### config.mk
export PLATFORM = sky130hd
export DESIGN_NAME = pdm_decoder
export DESIGN_NICKNAME = d
export VERILOG_FILES = /design/src/rtl/pdm_decoder.sv
export SDC_FILE = /design/constraint.sdc
export NUM_CORES = 1
export LEC_CHECK = 0
export CORE_MARGIN = 2
export CORE_UTILIZATION = 58
export CTS_CLUSTER_DIAMETER = 60
export DETAILED_ROUTE_END_ITERATION = 12
export PLACE_DENSITY_LB_ADDON = 0.2
export SYNTH_ARGS = -nofsm -noshare
export SYNTH_HDL_FRONTEND = slang
export SYNTH_SLANG_ARGS = --single-unit
### constraint.sdc
create_clock -name clk -period 4.57 [get_ports clk]
set_clock_uncertainty 0.1 [all_clocks]
set_input_delay 0.914 -clock clk [delete_from_list [all_inputs] [get_ports clk]]
set_output_delay 0.914 -clock clk [all_outputs]
set_load 0.03 [all_outputs]
### src/rtl/pdm_decoder.sv
// PDM microphone front end: drives mic_clk, synchronises the PDM bit and decimates
// by counting ones per window. Optional PDM_DEC_SMOOTH_EN adds a two-tap average.
module pdm_decoder #(
  parameter int NBITS      = 10,
  parameter int CLK_HALF   = 21,
  parameter int DECIM_LOG2 = 6
) (
  input  logic             clk,
  input  logic             rst_n,
  input  logic             en,
  input  logic             pdm_data,
  output logic             mic_clk,
  output logic             mic_lrsel,
  output logic [NBITS-1:0] dout,
  output logic             dout_valid
);

  localparam int DECIM = 1 << DECIM_LOG2;
  localparam int DIV_W = (CLK_HALF > 1) ? $clog2(CLK_HALF) : 1;
  localparam int CNT_W = DECIM_LOG2 + 1;
  localparam int SHIFT = NBITS - DECIM_LOG2;

  logic [DIV_W-1:0]      div_cnt;
  logic                  div_wrap;
  logic                  pdm_m;
  logic                  pdm_s;
  logic [DECIM_LOG2-1:0] bit_cnt;
  logic [CNT_W-1:0]      ones;
  logic                  sample;
  logic                  last_bit;
  logic [CNT_W-1:0]      cnt_p0;
  logic                  vld_p0;
  logic [NBITS-1:0]      pcm_p0;

  // A full window (cnt == DECIM) would overflow the shift, so it saturates.
  function automatic logic [NBITS-1:0] sat_scale(input logic [CNT_W-1:0] c);
    if (c[DECIM_LOG2])
      return {NBITS{1'b1}};
    else
      return NBITS'(c[DECIM_LOG2-1:0]) << SHIFT;
  endfunction

`ifdef PDM_DEC_SMOOTH_EN
  function automatic logic [NBITS-1:0] smooth_avg(input logic [NBITS-1:0] a,
                                                  input logic [NBITS-1:0] b);
    logic [NBITS:0] s;
    s = {1'b0, a} + {1'b0, b};
    return s[NBITS:1];
  endfunction
`endif

  assign mic_lrsel = 1'b0;
  assign div_wrap  = (div_cnt == DIV_W'(CLK_HALF - 1));
  assign sample    = en & mic_clk & div_wrap;
  assign last_bit  = sample & (&bit_cnt);

  always_ff @(posedge clk) begin
    if (!rst_n) begin
      pdm_m <= 1'b0;
      pdm_s <= 1'b0;
    end else begin
      pdm_m <= pdm_data;
      pdm_s <= pdm_m;
    end
  end

  always_ff @(posedge clk) begin
    if (!rst_n || !en) begin
      div_cnt <= '0;
      mic_clk <= 1'b0;
    end else if (div_wrap) begin
      div_cnt <= '0;
      mic_clk <= ~mic_clk;
    end else begin
      div_cnt <= div_cnt + 1'b1;
    end
  end

  // Windows are back to back: the last bit's edge also restarts the count.
  always_ff @(posedge clk) begin
    if (!rst_n || !en) begin
      bit_cnt <= '0;
      ones    <= '0;
    end else if (sample) begin
      if (&bit_cnt) begin
        bit_cnt <= '0;
        ones    <= '0;
      end else begin
        bit_cnt <= bit_cnt + 1'b1;
        ones    <= ones + CNT_W'(pdm_s);
      end
    end
  end

  // Stage p0: latch the completed window count
  always_ff @(posedge clk) begin
    if (last_bit)
      cnt_p0 <= ones + CNT_W'(pdm_s);
  end

  always_ff @(posedge clk) begin
    if (!rst_n)
      vld_p0 <= 1'b0;
    else
      vld_p0 <= last_bit;
  end

  assign pcm_p0 = sat_scale(cnt_p0);

  // Stage p1: scaled (optionally averaged) sample onto the output
`ifdef PDM_DEC_SMOOTH_EN
  logic [NBITS-1:0] prev_p1;

  always_ff @(posedge clk) begin
    if (!rst_n) begin
      dout       <= '0;
      dout_valid <= 1'b0;
      prev_p1    <= '0;
    end else begin
      dout_valid <= vld_p0;
      if (vld_p0) begin
        dout    <= smooth_avg(prev_p1, pcm_p0);
        prev_p1 <= pcm_p0;
      end
    end
  end
`else
  always_ff @(posedge clk) begin
    if (!rst_n) begin
      dout       <= '0;
      dout_valid <= 1'b0;
    end else begin
      dout_valid <= vld_p0;
      if (vld_p0)
        dout <= pcm_p0;
    end
  end
`endif

endmodule

==> results of run 1 <==
## cell families (layout without fill, tap and decap cells)
family,after synthesis,in the layout,share of synthesized area [%]
DFF,37,37,52.9
other,1,1,0.245
AOI/OAI and AO/OA,19,19,9.63
buffers and inverters,13,26,4.82
muxes,1,1,0.653
adders and majority gates,5,5,4.08
and+or+nand+nor,61,61,21.4
xor gates and xnor gates,11,11,6.29
## registers in the layout (all words and copies together) (netlist names)
name	count
vld_p0	1
cnt_p0	7
dout	7
dout_valid	1
div_cnt	5
ones	7
bit_cnt	6
mic_clk	1
pdm_s	1
pdm_m	1
## synthesized netlist by cell type
master | number | area, um2
clkbuf_1 | 2 | 7.51
and4b_1 | 2 | 20.0
nor2b_1 | 1 | 6.26
nand2_1 | 12 | 45.0
xor2_1 | 6 | 52.6
nor3b_1 | 2 | 15.0
nor2_2 | 1 | 6.26
buf_2 | 1 | 5.00
nand3_1 | 16 | 80.1
buf_6 | 1 | 11.3
and3_1 | 3 | 18.8
o21ai_1 | 1 | 5.00
inv_1 | 3 | 11.3
edfxtp_1 | 7 | 210
clkbuf_2 | 1 | 5.00
nand2b_1 | 1 | 6.26
nor2_1 | 12 | 45.0
a41oi_1 | 1 | 8.76
buf_4 | 4 | 30.0
ha_1 | 5 | 62.6
nand3b_1 | 1 | 7.51
or4_1 | 1 | 7.51
dfxtp_1 | 30 | 601
a31oi_1 | 1 | 6.26
a41o_1 | 2 | 20.0
mux2i_1 | 1 | 10.0
a21oi_1 | 8 | 40.0
or3_1 | 1 | 6.26
and2_1 | 3 | 18.8
xnor2_1 | 5 | 43.8
nor3_1 | 2 | 10.0
nand3_4 | 1 | 17.5
conb_1 | 1 | 3.75
buf_1 | 1 | 3.75
o221a_2 | 6 | 67.6
nand4b_1 | 2 | 17.5
## layer usage
layer | global-route usage (%) | share of wire (%) | wire [um]
met1 | 20.5 | 42 | 1120
met2 | 32.5 | 52 | 1390
met3 | 7.49 | 5.2 | 138
met4 | 10.1 | 0.53 | 14
met5 | 0 | 0 | 0
## worst max-delay path by stage
stage	startpoint	end	slack (ps)	depth (start not counted)
finish	rst_n	bit_cnt[3]$_SDFFE_PP0P_	1980	4
floorplan	en	cnt_p0[0]$_DFFE_PP_	2570	3
global placement	rst_n	bit_cnt[3]$_SDFFE_PP0P_	1740	4
detailed placement	rst_n	bit_cnt[3]$_SDFFE_PP0P_	1660	4
CTS	mic_clk$_SDFFE_PP0P_	mic_clk	1960	1
global route	rst_n	bit_cnt[3]$_SDFFE_PP0P_	1830	4
## metrics by stage
stage | setup WS (ps) | util [%]
final | 1980 | 68.4
after global routing | 1830 | 68.4
after CTS | 1960 | 68.4
after detailed placement | 1660 | 66.3
after global placement | 1740 | 66.3
after floorplan | 2570 | -
## critical path, stage by stage
cell and delay [ps]:
clkdlybuf4s50_1 790, nand2_1 420, or4_1 560, o21ai_1 80
## report_power, final
group / total (mW) / switching, mW / internal (mW)
Combinational: 0.0128 / 0.00839 / 0.00438
Sequential: 0.334 / 0.00117 / 0.332
Clock: 0.157 / 0.0981 / 0.0586
Total: 0.503 / 0.108 / 0.395
## final cells by class
type | count | area share, %
clock buffer | 6 | 2.42
clock inverter | 2 | 0.586
inverter | 3 | 0.659
multi-input combinational | 98 | 37.9
sequential | 37 | 47.4
tap | 30 | 2.20
timing repair buffer | 15 | 8.78
==> run metrics, run 1 <==
# rows=18; Synth Warn #=0; Cell variety after synth=36; CTS tree=done; worst-path fanout max=16; R2R cell count=5; crit path capture type=flip-flop; crit path DAT=about 2800 ps; worst path required time=about 4700 ps; commonest cells after routing, fill and taps aside=dfxtp_1, nand3_1, clkdlybuf4s50_1; final instance area=between 0.0015 and 0.002 mm2; area delta synth->final=11.5%; hpwl dp=between 1.5 and 2 mm; Initial Util=between 60% and 70%; hold-critical path depth=1; Tot Pwr=between 0.5 and 0.6 mW; gpl congestion=a little under 0.8; final hold vios=0; fin crit period=between 2000 and 3000 ps; Max-Cap Viols=0; hold buffers post-CTS=0; final period utilization=between 50% and 60%; Seq/Total Area, Yosys=a little over half; commonest non-fill, non-tap cell in the layout=dfxtp_1; Final Non-Filler Cells=191; critical path class=in -> reg; layout cells sized above 1=9.32%; core box area=approximately 0.0025 mm2; fillers=between 200 and 250; clock-pin slew on the worst setup and hold paths=~100 ps; Slew headroom=around two thirds; # resized after CTS=0; Post-Place Cell Area=~0.0017 mm2; WHS Endpoint=pdm_s$_SDFF_PN0_; GRT Util Overall=a little under a fifth; DR WL/cell=14.0 um; Mean Syn Cell Area=10.4 um2; DR vias=1,081; final setup fails=0; status=finished clean; Tightest Pin Transition=between 500 and 600 ps; crit path launch type=input port; number of global-route vias before repair=roughly 1,100; flop-to-flop setup slack=2560 ps; root buf cell=clkbuf_4; number of port buffers=15; final hold slack=357 ps; Vias per Instance=~5.7; setup_tns=0 ps; hold_sp=pdm_m$_SDFF_PN0_; multi-input combinational cell area=about 650 um2; CTS Buffer Depth=2; RR Endpoint=cnt_p0[2]$_DFFE_PP_; final net count=about 170; Peak Freq=approximately 390 MHz; CTS sink count=37; min-delay worst type=reg -> reg; RSZ-0062 raised after global routing=no; RR Startpoint=div_cnt[0]$_SDFF_PP0_; htree depth=2; placed instance count=approximately 180; insertion delay to the later sink of the worst-skew pair=approximately 330 ps; flops & latches, synth=37; die height=around 55 um; Post-CTS Setup Bufs=0; register area=between 800 and 900 um2; Pre-antenna DRT Iters=4; power per cell area=about 290 mW/mm2; first-pass GRT wire length=between 4 and 5 mm; Die Area=0.00307 mm2; Die X=approximately 55 um; max-slew violations=0; pin count of the biggest net entering global routing=17; Syn Nets=157; drt total wl=about 2.7 mm; initial antenna violation count=0; Detail Route Antenna Nets=0; Num CTS Buffers=5; Post-route DRC=0; Leak=~0.62 nW; Post-Syn Area=0.00153 mm2; Post-Syn Instances=148; num ports=17; grt total ovfl=0; antenna fix cells=0; VDD IR max=0.226 mV; first-iteration detailed-routing DRC count=32
Power figures use the tool's default switching activity.
==> run 2, diff against run 1 <==
Settings changed: CORE_UTILIZATION 58 to 54.
Clock period 4.57 ns to 2.65 ns, I/O delays scaled along.
==> run 2 against run 1 <==
Combinational power grew 89%. Final cell count grew 1.6%. Register-to-register slack worse by 1900 ps. First-iteration DRC count down 3.1%. Clock-buffer cell count decreased by 1. Largest cell class unchanged.
==> run metrics, run 2 (synthesized netlist as in run 1, its figures left out) <==
crit path launch type=flip-flop; pin count of the biggest net entering global routing=17; Leak=0.637 nW; insertion delay to the later sink of the worst-skew pair=330 ps; area delta synth->final=12.8%; # resized after CTS=0; critical path class=reg -> out; final hold vios=0; final setup fails=0; number of global-route vias before repair=962; clock-pin slew on the worst setup and hold paths=about 100 ps; commonest non-fill, non-tap cell in the layout=dfxtp_1; crit path capture type=primary output; DR WL/cell=between 10 and 15 um; setup_tns=0 ps; root buf cell=clkbuf_4; min-delay worst type=reg -> reg; biggest regs=cnt_p0: 7 flops, dout: 7 flops, ones: 7 flops; CTS tree=done; first-pass GRT wire length=between 4 and 5 mm; power per cell area=509 mW/mm2; grt total ovfl=0; Peak Freq=450 MHz; # rows=19; final net count=171; worst path required time=2020 ps; Bufs and invs on worst path=1; die height=~57 um; max-slew violations=0; DR vias=around 1,100; Pre-antenna DRT Iters=4; layout cells sized above 1=11.0%; status=finished clean; fin crit period=approximately 2200 ps; Initial Util=between 50% and 60%; commonest cells after routing, fill and taps aside=dfxtp_1, nand3_1, clkdlybuf4s50_1; gpl congestion=~0.72; RSZ-0062 raised after global routing=no; GRT Util Overall=between 10% and 20%; CTS sink count=37; num ports=17; drt total wl=between 2 and 3 mm; Max-Cap Viols=0; Die X=approximately 57 um; Post-CTS Setup Bufs=0; worst path cell trace=clkdlybuf4s50_1; crit path DAT=1590 ps; worst-path fanout max=7; hold buffers post-CTS=0; core box area=about 0.0027 mm2; Final Util=a little over three fifths; Crit-path slowest cell=clkdlybuf4s50_1; slowest stage delay, CP=740 ps; Num CTS Buffers=5; first-iteration detailed-routing DRC count=31; htree depth=2; Die Area=about 0.0033 mm2; Detail Route Antenna Nets=0; Vias per Instance=5.58; Crit path max-delay family=buffers and inverters; final hold slack=342 ps; initial antenna violation count=0; hpwl dp=roughly 1.9 mm; CTS Buffer Depth=2; antenna fix cells=0; VDD IR max=approximately 0.43 mV; Tightest Pin Transition=between 400 and 500 ps; Slew headroom=between 60 and 70%; Post-route DRC=0; number of port buffers=15; final period utilization=between 80 and 90%
## run 2: cell types whose count changed in the layout (fill, tap and decap cells not counted)
cell,previous run,this run
clkinvlp_4,0,1
buf_4,0,2
clkbuf_1,1,0
## run 2: per-stage QoR
stage	instance area (um2)	std cells	worst slack (ps)	total power, mW
after floorplan	1530	148	901	0.603
final	1730	194	426	0.880
after global routing	1730	194	351	0.915
after CTS	1730	194	406	0.892
after detailed placement	1670	186	398	0.613
after global placement	1670	186	430	0.611
## run 2: path summary, 6_finish.rpt
check | slack [ps] | depth (start not counted) | end | start
min | 340 | 1 | pdm_s$_SDFF_PN0_ | pdm_m$_SDFF_PN0_
max | 430 | 1 | mic_clk | mic_clk$_SDFFE_PP0P_
min reg2reg | 340 | 1 | pdm_s$_SDFF_PN0_ | pdm_m$_SDFF_PN0_
max reg2reg | 630 | 5 | cnt_p0[6]$_DFFE_PP_ | div_cnt[0]$_SDFF_PP0_
## run 2: cell type report
class                      instances  area (um2)
clock buffer                       5        37.5
clock inverter                     3        17.5
fill                             234        1000
inverter                           3        11.3
multi-input combinational         98         648
sequential                        37         811
tap                               31        38.8
timing repair buffer              17         165
## run 2: power breakdown
group          leakage [nW]  switching, mW  internal (mW)
Combinational         0.288         0.0146        0.00958
Sequential            0.318        0.00176          0.573
Clock                0.0310          0.181          0.100
## run 2: routing by layer
layer | routed length, um | global-route usage, % | vias to the layer above
met5 | 0 | 0 | -
met4 | 21 | 6.98 | 0
met3 | 139 | 6.12 | 2
met2 | 1260 | 29.4 | 27
met1 | 1130 | 21.7 | 504
li1 | - | - | 549
==> run 3, diff against run 2 <==
Clock period 2.65 ns to 2.2 ns, I/O delays scaled along.
==> run 3 against run 2 <==
Critical path depth unchanged. Clock-buffer cell count grew 2. Worst setup slack worse by 190 ps. Critical path type unchanged. Largest cell class unchanged.
==> run metrics, run 3 (synthesized netlist as in run 1, its figures left out) <==
Vias per Instance=roughly 5.7; worst path cell trace=clkdlybuf4s50_1; final hold vios=0; core box area=around 0.0027 mm2; RSZ-0062 raised after global routing=no; final net count=approximately 170; fillers=~240; Die Area=around 0.0033 mm2; root buf cell=clkbuf_4; max-slew violations=0; GRT Util Overall=a little under a fifth; number of global-route vias before repair=1,084; # resized after CTS=0; Bufs and invs on worst path=1; CTS tree=done; CTS sink count=37; htree depth=2; DR vias=approximately 1,100; crit path launch type=flip-flop; Num CTS Buffers=5; worst path required time=around 1700 ps; initial antenna violation count=0; CTS Buffer Depth=2; hold buffers post-CTS=0; Post-route DRC=0; area delta synth->final=13.5%; number of port buffers=15; commonest cells after routing, fill and taps aside=dfxtp_1, nand3_1, clkdlybuf4s50_1; Crit-path slowest cell=clkdlybuf4s50_1; slowest stage delay, CP=between 600 and 700 ps; Tot Pwr=between 1 and 1.5 mW; min-delay worst type=reg -> reg; pin count of the biggest net entering global routing=16; Pre-antenna DRT Iters=6; critical path class=reg -> out; layout cells sized above 1=10.9%; # rows=19; clock-pin slew on the worst setup and hold paths=approximately 100 ps; Detail Route Antenna Nets=0; drt total wl=between 2 and 3 mm; Peak Freq=509 MHz; final hold slack=between 300 and 400 ps; die height=roughly 57 um; setup_tns=0 ps; final period utilization=89.2%; Initial Util=between 50% and 60%; insertion delay to the later sink of the worst-skew pair=between 300 and 400 ps; gpl congestion=around 0.8; grt total ovfl=0; num ports=17; crit path DAT=about 1400 ps; Max-Cap Viols=0; VDD IR max=0.648 mV; fin crit period=~2000 ps; worst-path fanout max=5; final setup fails=0; antenna fix cells=0; crit path capture type=primary output; status=finished clean; Leak=0.646 nW; hpwl dp=2.00 mm; commonest non-fill, non-tap cell in the layout=dfxtp_1; biggest regs=cnt_p0: 7 flops, dout: 7 flops, ones: 7 flops; Crit path max-delay family=buffers and inverters; power per cell area=between 600 and 700 mW/mm2; DR WL/cell=13.8 um; Post-CTS Setup Bufs=0; Die X=57.3 um; first-iteration detailed-routing DRC count=17; first-pass GRT wire length=around 4.7 mm
==> run 3: changes by cell type in the layout (fill, tap and decap cells not counted) <==
cell	delta
buf_4	+2
clkbuf_1	+2
clkinv_2	-1
clkinvlp_4	-1
==> run 3: per-stage QoR <==
step,cells,worst slack (ps),instance area [um2],utilization [%]
after floorplan,148,451,1530,-
after global placement,188,201,1690,61.8
after detailed placement,188,129,1690,61.8
after CTS,196,207,1740,63.6
after global routing,196,159,1740,63.6
final,196,237,1740,63.6
==> run 3: where the power goes <==
group          leakage (nW)  switching, mW  internal [mW]
sequential            0.318        0.00216          0.691
clock                0.0293          0.204          0.124
combinational         0.299         0.0185         0.0116
==> run 3: metal layers <==
layer	global-route usage, %	part of all wire [%]	up-vias
li1	-	-	550
met1	21.2	41	535
met2	33.3	53	22
met3	7.48	4.2	5
met4	6.98	1.7	0
met5	0	0	-
==> run 3: area by class of cell <==
class	count	area [um2]	area share, %
inverters	3	11.3	0.647
clock buffers	7	45.0	2.59
flip-flops and latches	37	811	46.6
repair buffers	19	180	10.4
clock inverters	1	5.00	0.288
well taps	31	38.8	2.23
multi-input cells	98	648	37.3
==> run 3: final timing paths <==
path	start	slack, ps	cells past startpoint	to
worst max-delay path	dout[3]$_SDFFE_PN0P_	240	1	dout[3]
worst min-delay path	pdm_m$_SDFF_PN0_	370	1	pdm_s$_SDFF_PN0_
worst max register to register	div_cnt[0]$_SDFF_PP0_	310	6	bit_cnt[3]$_SDFFE_PP0P_
worst min register to register	pdm_m$_SDFF_PN0_	370	1	pdm_s$_SDFF_PN0_
